`config.mk`:
```
export PLATFORM = sky130hd
export DESIGN_NAME = arb_rr_tout
export DESIGN_NICKNAME = d
export VERILOG_FILES = /design/src/rtl/arb_rr_tout.sv
export SDC_FILE = /design/constraint.sdc
export NUM_CORES = 1
export LEC_CHECK = 0
export CORE_MARGIN = 2
export CORE_UTILIZATION = 53
export DETAILED_ROUTE_END_ITERATION = 8
export HOLD_SLACK_MARGIN = 0.1
export PLACE_DENSITY = 0.84
export SYNTH_ARGS = -nofsm -noshare
export SYNTH_HDL_FRONTEND = slang
export SYNTH_SLANG_ARGS = --single-unit
export TNS_END_PERCENT = 100
```
`constraint.sdc`:
```
create_clock -name clk -period 4.73 [get_ports clk]
set_clock_uncertainty 0.2 [all_clocks]
set_input_delay 0.7095 -clock clk [delete_from_list [all_inputs] [get_ports clk]]
set_output_delay 0.7095 -clock clk [all_outputs]
set_load 0.1 [all_outputs]
```
`src/rtl/arb_rr_tout.sv`:
```
// N-way bus arbiter: round-robin or fixed-priority selection, per-grant busy
// timeout with sticky TIMEOUT state, delayed release through WAIT and a
// mandatory one-cycle FREE turnaround bubble between owners.
module arb_rr_tout #(
  parameter int N           = 4,
  parameter int TOUT_CYCLES = 3,
  parameter int RR_MODE     = 1,
  parameter int IDW         = $clog2(N)
) (
  input  logic           clk,
  input  logic           rst,
  input  logic [N-1:0]   req,
  input  logic           done,
  input  logic           dly,
  input  logic           tout_clr,
  output logic [N-1:0]   gnt,
  output logic [IDW-1:0] gnt_id,
  output logic           tout,
  output logic [IDW-1:0] tout_id,
  output logic [7:0]     tout_cnt
);

  localparam int CW = $clog2(TOUT_CYCLES + 1);

  typedef enum logic [2:0] {
    S_IDLE = 3'd0,
    S_BUSY = 3'd1,
    S_WAIT = 3'd2,
    S_FREE = 3'd3,
    S_TOUT = 3'd4
  } state_t;

  state_t         state;
  logic [IDW-1:0] owner;
  logic [IDW-1:0] last_owner;
  logic [CW-1:0]  busy_cnt;
  logic [IDW-1:0] win;

  // Winner select: rotate from last_owner+1 in RR mode, lowest index otherwise.
  // Loops run from the far end so the nearest set request is the last write.
  always_comb begin
    win = '0;
    if (RR_MODE != 0) begin
      for (int i = N; i >= 1; i--) begin
        if (req[(int'(last_owner) + i) % N])
          win = IDW'((int'(last_owner) + i) % N);
      end
    end else begin
      for (int i = N - 1; i >= 0; i--) begin
        if (req[i]) win = IDW'(i);
      end
    end
  end

  // Grant decode straight from registered state and owner, so an async reset
  // drops it at once.
  for (genvar g = 0; g < N; g++) begin : g_gnt
    assign gnt[g] = ((state == S_BUSY) || (state == S_WAIT)) && (owner == IDW'(g));
  end

  assign tout   = (state == S_TOUT);
  assign gnt_id = owner;

  // Arbitration FSM with owner, busy counter, priority pointer and timeout log.
  always_ff @(posedge clk or posedge rst) begin
    if (rst) begin
      state      <= S_IDLE;
      owner      <= '0;
      last_owner <= IDW'(N - 1);
      busy_cnt   <= '0;
      tout_id    <= '0;
      tout_cnt   <= '0;
    end else begin
      case (state)
        S_IDLE, S_FREE: begin
          if (|req) begin
            owner      <= win;
            last_owner <= win;
            busy_cnt   <= '0;
            state      <= S_BUSY;
          end else begin
            state <= S_IDLE;
          end
        end
        S_BUSY: begin
          // done outranks a timeout landing on the same cycle
          if (done) begin
            state <= dly ? S_WAIT : S_FREE;
          end else if (busy_cnt == CW'(TOUT_CYCLES - 1)) begin
            state   <= S_TOUT;
            tout_id <= owner;
            if (tout_cnt != 8'hFF) tout_cnt <= tout_cnt + 8'd1;
          end else begin
            busy_cnt <= busy_cnt + 1'b1;
          end
        end
        S_WAIT: begin
          if (!dly) state <= S_FREE;
        end
        S_TOUT: begin
          if (tout_clr) state <= dly ? S_WAIT : S_FREE;
        end
        default: state <= S_IDLE;
      endcase
    end
  end

endmodule

```
After elaboration in Yosys (flattened, before gate mapping)
Cells that the tools add are included.
{"block": "totals", "wordCells": 82, "reg_bits": 19, "inputBits": 9, "output_inout_bits": 17}
{"block": "op_classes", "addsub": 6, "order_cmp": 4, "n_reduce_logical": 19, "eq_ne": 15, "mux": 27, "n_bitwise": 5}
{"cell": "less-than comparator 3 x 4 -> 1 bit, second input constant", "n": 4}
{"cell": "two-way mux 2 bit", "n": 7}
{"cell": "two-way mux 3 bit", "n": 4}
{"cell": "one-hot mux 3 bit (4 select lines)", "n": 1}
{"cell": "two-way mux 1 bit", "n": 10}
{"cell": "inequality test 2 bit, second input constant", "n": 5}
{"cell": "OR reduction 2 bit", "n": 5}
{"cell": "adder 8 x 1 -> 8 bit, second input constant", "n": 1}
{"cell": "binary-select mux 1 bit (select 2 bit)", "n": 4}
{"cell": "inequality test 8 bit, second input constant", "n": 1}
{"cell": "AND reduction 4 bit", "n": 2}
{"cell": "adder 2 x 1 -> 2 bit, second input constant", "n": 3}
{"cell": "== test 2 bit, second input constant", "n": 3}
{"cell": "== test 3 x 2 -> 1 bit, second input constant", "n": 2}
{"cell": "AND reduction 3 bit", "n": 2}
{"cell": "adder 2 bit, second input constant", "n": 2}
{"cell": "AND 1 bit, first input constant", "n": 4}
{"cell": "logical AND 1 bit", "n": 4}
{"cell": "one-hot mux 2 bit (2 select lines)", "n": 1}
{"cell": "OR reduction 4 bit", "n": 1}
{"cell": "== test 3 x 1 -> 1 bit, second input constant", "n": 1}
{"cell": "== test 3 bit, second input constant", "n": 1}
{"cell": "zero test 3 bit", "n": 1}
{"cell": "inequality test 3 x 2 -> 1 bit, second input constant", "n": 1}
{"cell": "other kinds (6)", "n": 6}

Depth between registers and ports, before layout
{"block": "logic_depth", "depth_word": 10, "mapped_depth": 6, "ltp_nobuf": 6}

Worst setup path after synthesis
No wires, ideal clock.
{"block": "synth_timing", "path_kind": "reg-to-output", "start": "reg state[0]", "end": "out gnt[0]", "t_required_ns": 3.821, "t_arrival_ns": 3.181, "path_slack_ns": 0.639, "stages_incl_launch_ff": 5, "n_path_buf": 1, "cell_sequence": "dfrtp_1 buf_4 xor2_1 nor2b_1 nor3b_1"}
{"block": "synth_via", "elab_chain_len": 3}
{"item": "start: declaration", "line": "33", "source": "state_t state;"}
{"item": "start signal: assignment", "line": "88", "source": "state <= dly ? S_WAIT : S_FREE;"}
{"item": "start signal: assignment", "line": "101", "source": "if (tout_clr) state <= dly ? S_WAIT : S_FREE;"}
{"item": "== test 3 x 1 -> 1 bit or == test 3 x 2 -> 1 bit (tied branches)", "line": "58", "source": "assign gnt[g] = ((state == S_BUSY) || (state == S_WAIT)) && (owner == IDW'(g));"}
{"item": "logical OR 1 bit *", "line": "58"}
{"item": "logical AND 1 bit *", "line": "58"}
{"item": "end: declaration", "line": "16", "source": "output logic [N-1:0] gnt,"}
Every way passes the cells marked *; elsewhere a longest branch is shown, timed or not.

Final worst setup path
Ends and elaborated chain as after synthesis.

==> impl_metrics.env <==
export IMPL_worst_setup_path_start_kind="flop"
export IMPL_num_vias=966
export IMPL_num_rows=16
export IMPL_slew_violations=0
export IMPL_synth_area_um2=1150
export IMPL_clkSlewWorstSetupHoldPaths_ns=0.11
export IMPL_status="finished clean"
export IMPL_antenna_found_initial=0
export IMPL_drive_above_1_share=0.127
export IMPL_h_tree_depth=1
export IMPL_post_cts_buffers=0
export IMPL_cts_sinks=19
export IMPL_drv_cap=0
export IMPL_port_buffers=25
export IMPL_wl_per_cell_um=14.5
export IMPL_grt_use_total=0.209
export IMPL_critical_path_class="reg2out"
export IMPL_ys_types=43
export IMPL_hold_depth=1
export IMPL_viasPerCell=5.72
export IMPL_initialDrtViolationCount=18
export IMPL_grt_pass1_vias=932
export IMPL_grt_overflow=0
export IMPL_final_nets=154
export IMPL_hold_violations=0
export IMPL_grt_first_pass_wirelength_um=4150
export IMPL_cts_resized=0
export IMPL_clock_latency_ns=0.29
export IMPL_yosys_top_cells_count="17 x dfrtp_1, 9 x nor2_1, 8 x inv_1, 7 x o21ai_0, 6 x xnor2_1"
export IMPL_synth_top_area_share=0.371
export IMPL_yosys_area_top_type="dfrtp_1"
export IMPL_core_area_um2=2000
export IMPL_fin_setup_tns_ns=0
export IMPL_met2_length_um=1230
export IMPL_r2r_worst_path_cells=6
export IMPL_synth_main_ff_cell="dfrtp_1"
export IMPL_fin_area_um2=1430
export IMPL_max_vdd_ir_drop_v=0.000613
export IMPL_synth_most_common_cell="dfrtp_1"
export IMPL_yosys_warnings=0
export IMPL_cts_tree="built"
export IMPL_die_area_um2=2550
export IMPL_numCtsBuffers=3
export IMPL_dieHeight_um=50.5
export IMPL_relSlewSlack=0.343
export IMPL_fin_crit_sh=0.788
export IMPL_synth_nets=128
export IMPL_multi_input_area_um2=612
export IMPL_synth_seq_cells=19
export IMPL_drtAntennaViolNets=0
export IMPL_remaining_drc_errors=0
export IMPL_regArea_um2=478
export IMPL_hpwl_um=1860
export IMPL_finalSetupViolCount=0
export IMPL_grt_max_degree=20
export IMPL_crit_fanout=8
export IMPL_place_congestion=0.844
export IMPL_ys_seq_area_frac=0.417
export IMPL_die_w_um=50.5
export IMPL_critPathArrivalTime_ns=2.82
export IMPL_layout_min_cycle_time_ns=3.73
export IMPL_cts_buffer_depth=2
export IMPL_utilization=0.715
export IMPL_yosys_top_cells_area="dfrtp_1 37%, dfstp_2 4.6%, xnor2_1 4.6%"
export IMPL_synth_avg_cell_area_um2=9.81
export IMPL_hp_class="reg2reg"
export IMPL_start_util=0.573
export IMPL_areaGrowthSynthToFinish_pct=24.8
export IMPL_drt_met1_wl_um=1120
export IMPL_hold_slack_ns=0.295
export IMPL_worstSetupEndpointType="output port"
export IMPL_cts_hold_buf=0
export IMPL_wl_met3_um=93
export IMPL_p_leak_nw=0.612
export IMPL_syn_inst=117
export IMPL_clock_fmax_mhz=268
export IMPL_routed_top_layer="met4"
export IMPL_rsz0062_at_grt="false"
export IMPL_cp_required_ns=3.82
export IMPL_fin_ws_ns=1.00
export IMPL_tightest_slew_ns=0.983
export IMPL_synth_edf_count=0
export IMPL_io_pins=26
export IMPL_dp_slack_ns=1.36
export IMPL_drt_first_pass_iters=4
export IMPL_powerDensity_nw_per_um2=733
export IMPL_wirelength_um=2460
export IMPL_place_area_um2=1400
export IMPL_num_fill_cells=163
export IMPL_cts_root_buf="clkbuf_4"
export IMPL_diodes=0
export IMPL_async_reset_ff_frac=1.00
sequential cells by signal (all words and copies together), names as in the netlist:
name and count:
state 3, tout_id 2, gnt_id 2, tout_cnt 8
busy_cnt 2, last_owner 2
cell type report:
class                           instances  share of cell area
Tap cell                               27              0.0236
Clock inverter                          1             0.00350
Inverter                                8              0.0210
Clock buffer                            3              0.0157
Timing Repair Buffer                   25               0.175
Multi-Input combinational cell         86               0.427
Sequential cell                        19               0.334
layer usage:
| metal | track usage | vias up |
|---|---|---|
| met3 | 0.0387 | 2 |
| met4 | 0.0541 | 0 |
| met2 | 0.346 | 19 |
| li1 | - | 480 |
| met5 | 0 | - |
| met1 | 0.281 | 465 |
stage by stage:
stage / instances / power, W
3_3_place_gp: 165 / 0.000948
3_5_place_dp: 165 / 0.000969
6_report: 169 / 0.00105
2_1_floorplan: 117 / 0.000826
4_1_cts: 169 / 0.00105
5_1_grt: 169 / 0.00110
critical path, cell delays in order (launching register included):
cell and delay, ns:
dfrtp_1 0.53, xor2_1 0.31, nor2b_1 0.30, nor3b_1 0.22
clkdlybuf4s50_1 1.17
cells by family (layout without fill, tap and decap cells):
kind of cell    count (synthesis)  after routing  synth area share
simple gates                   48             48             0.285
buf+inv                        12             37            0.0502
compound gates                 25             25             0.136
fa+ha+maj                       2              2            0.0218
flops                          19             19             0.417
mux                             3              3            0.0294
xor+xnor                        8              8            0.0611
report_power, final:
part	leakage (nW)	internal, W	switching, W
sequential	0.243	0.000221	0.0000731
combinational	0.352	0.000191	0.000484
clock	0.0177	0.0000314	0.0000485
total	0.612	0.000444	0.000606
cell usage in the layout (no fill, tap or decap), types with 4 or more instances in the layout:
master           synthesis  routed
a21oi_1                  5       5
and3_1                   5       5
clkdlybuf4s50_1          0      25
dfrtp_1                 17      17
inv_1                    8       8
nand2_1                  5       5
nand3_1                  5       5
nor2_1                   9       9
nor3b_1                  4       4
o21ai_0                  7       7
xnor2_1                  6       6
path summary, 6_finish.rpt:
check / startpoint / end / slack [ns]
setup reg to reg: busy_cnt[0] / tout_cnt[1] / 2.73
setup / recovery: state[0] / gnt[0] / 1.00
max in group asynchronous: rst / gnt_id[1] / 3.27
hold reg to reg: busy_cnt[0] / busy_cnt[0] / 0.30
hold / removal: busy_cnt[0] / busy_cnt[0] / 0.30
min in group asynchronous: rst / tout_cnt[5] / 0.61
Power figures use the tool's default switching activity.
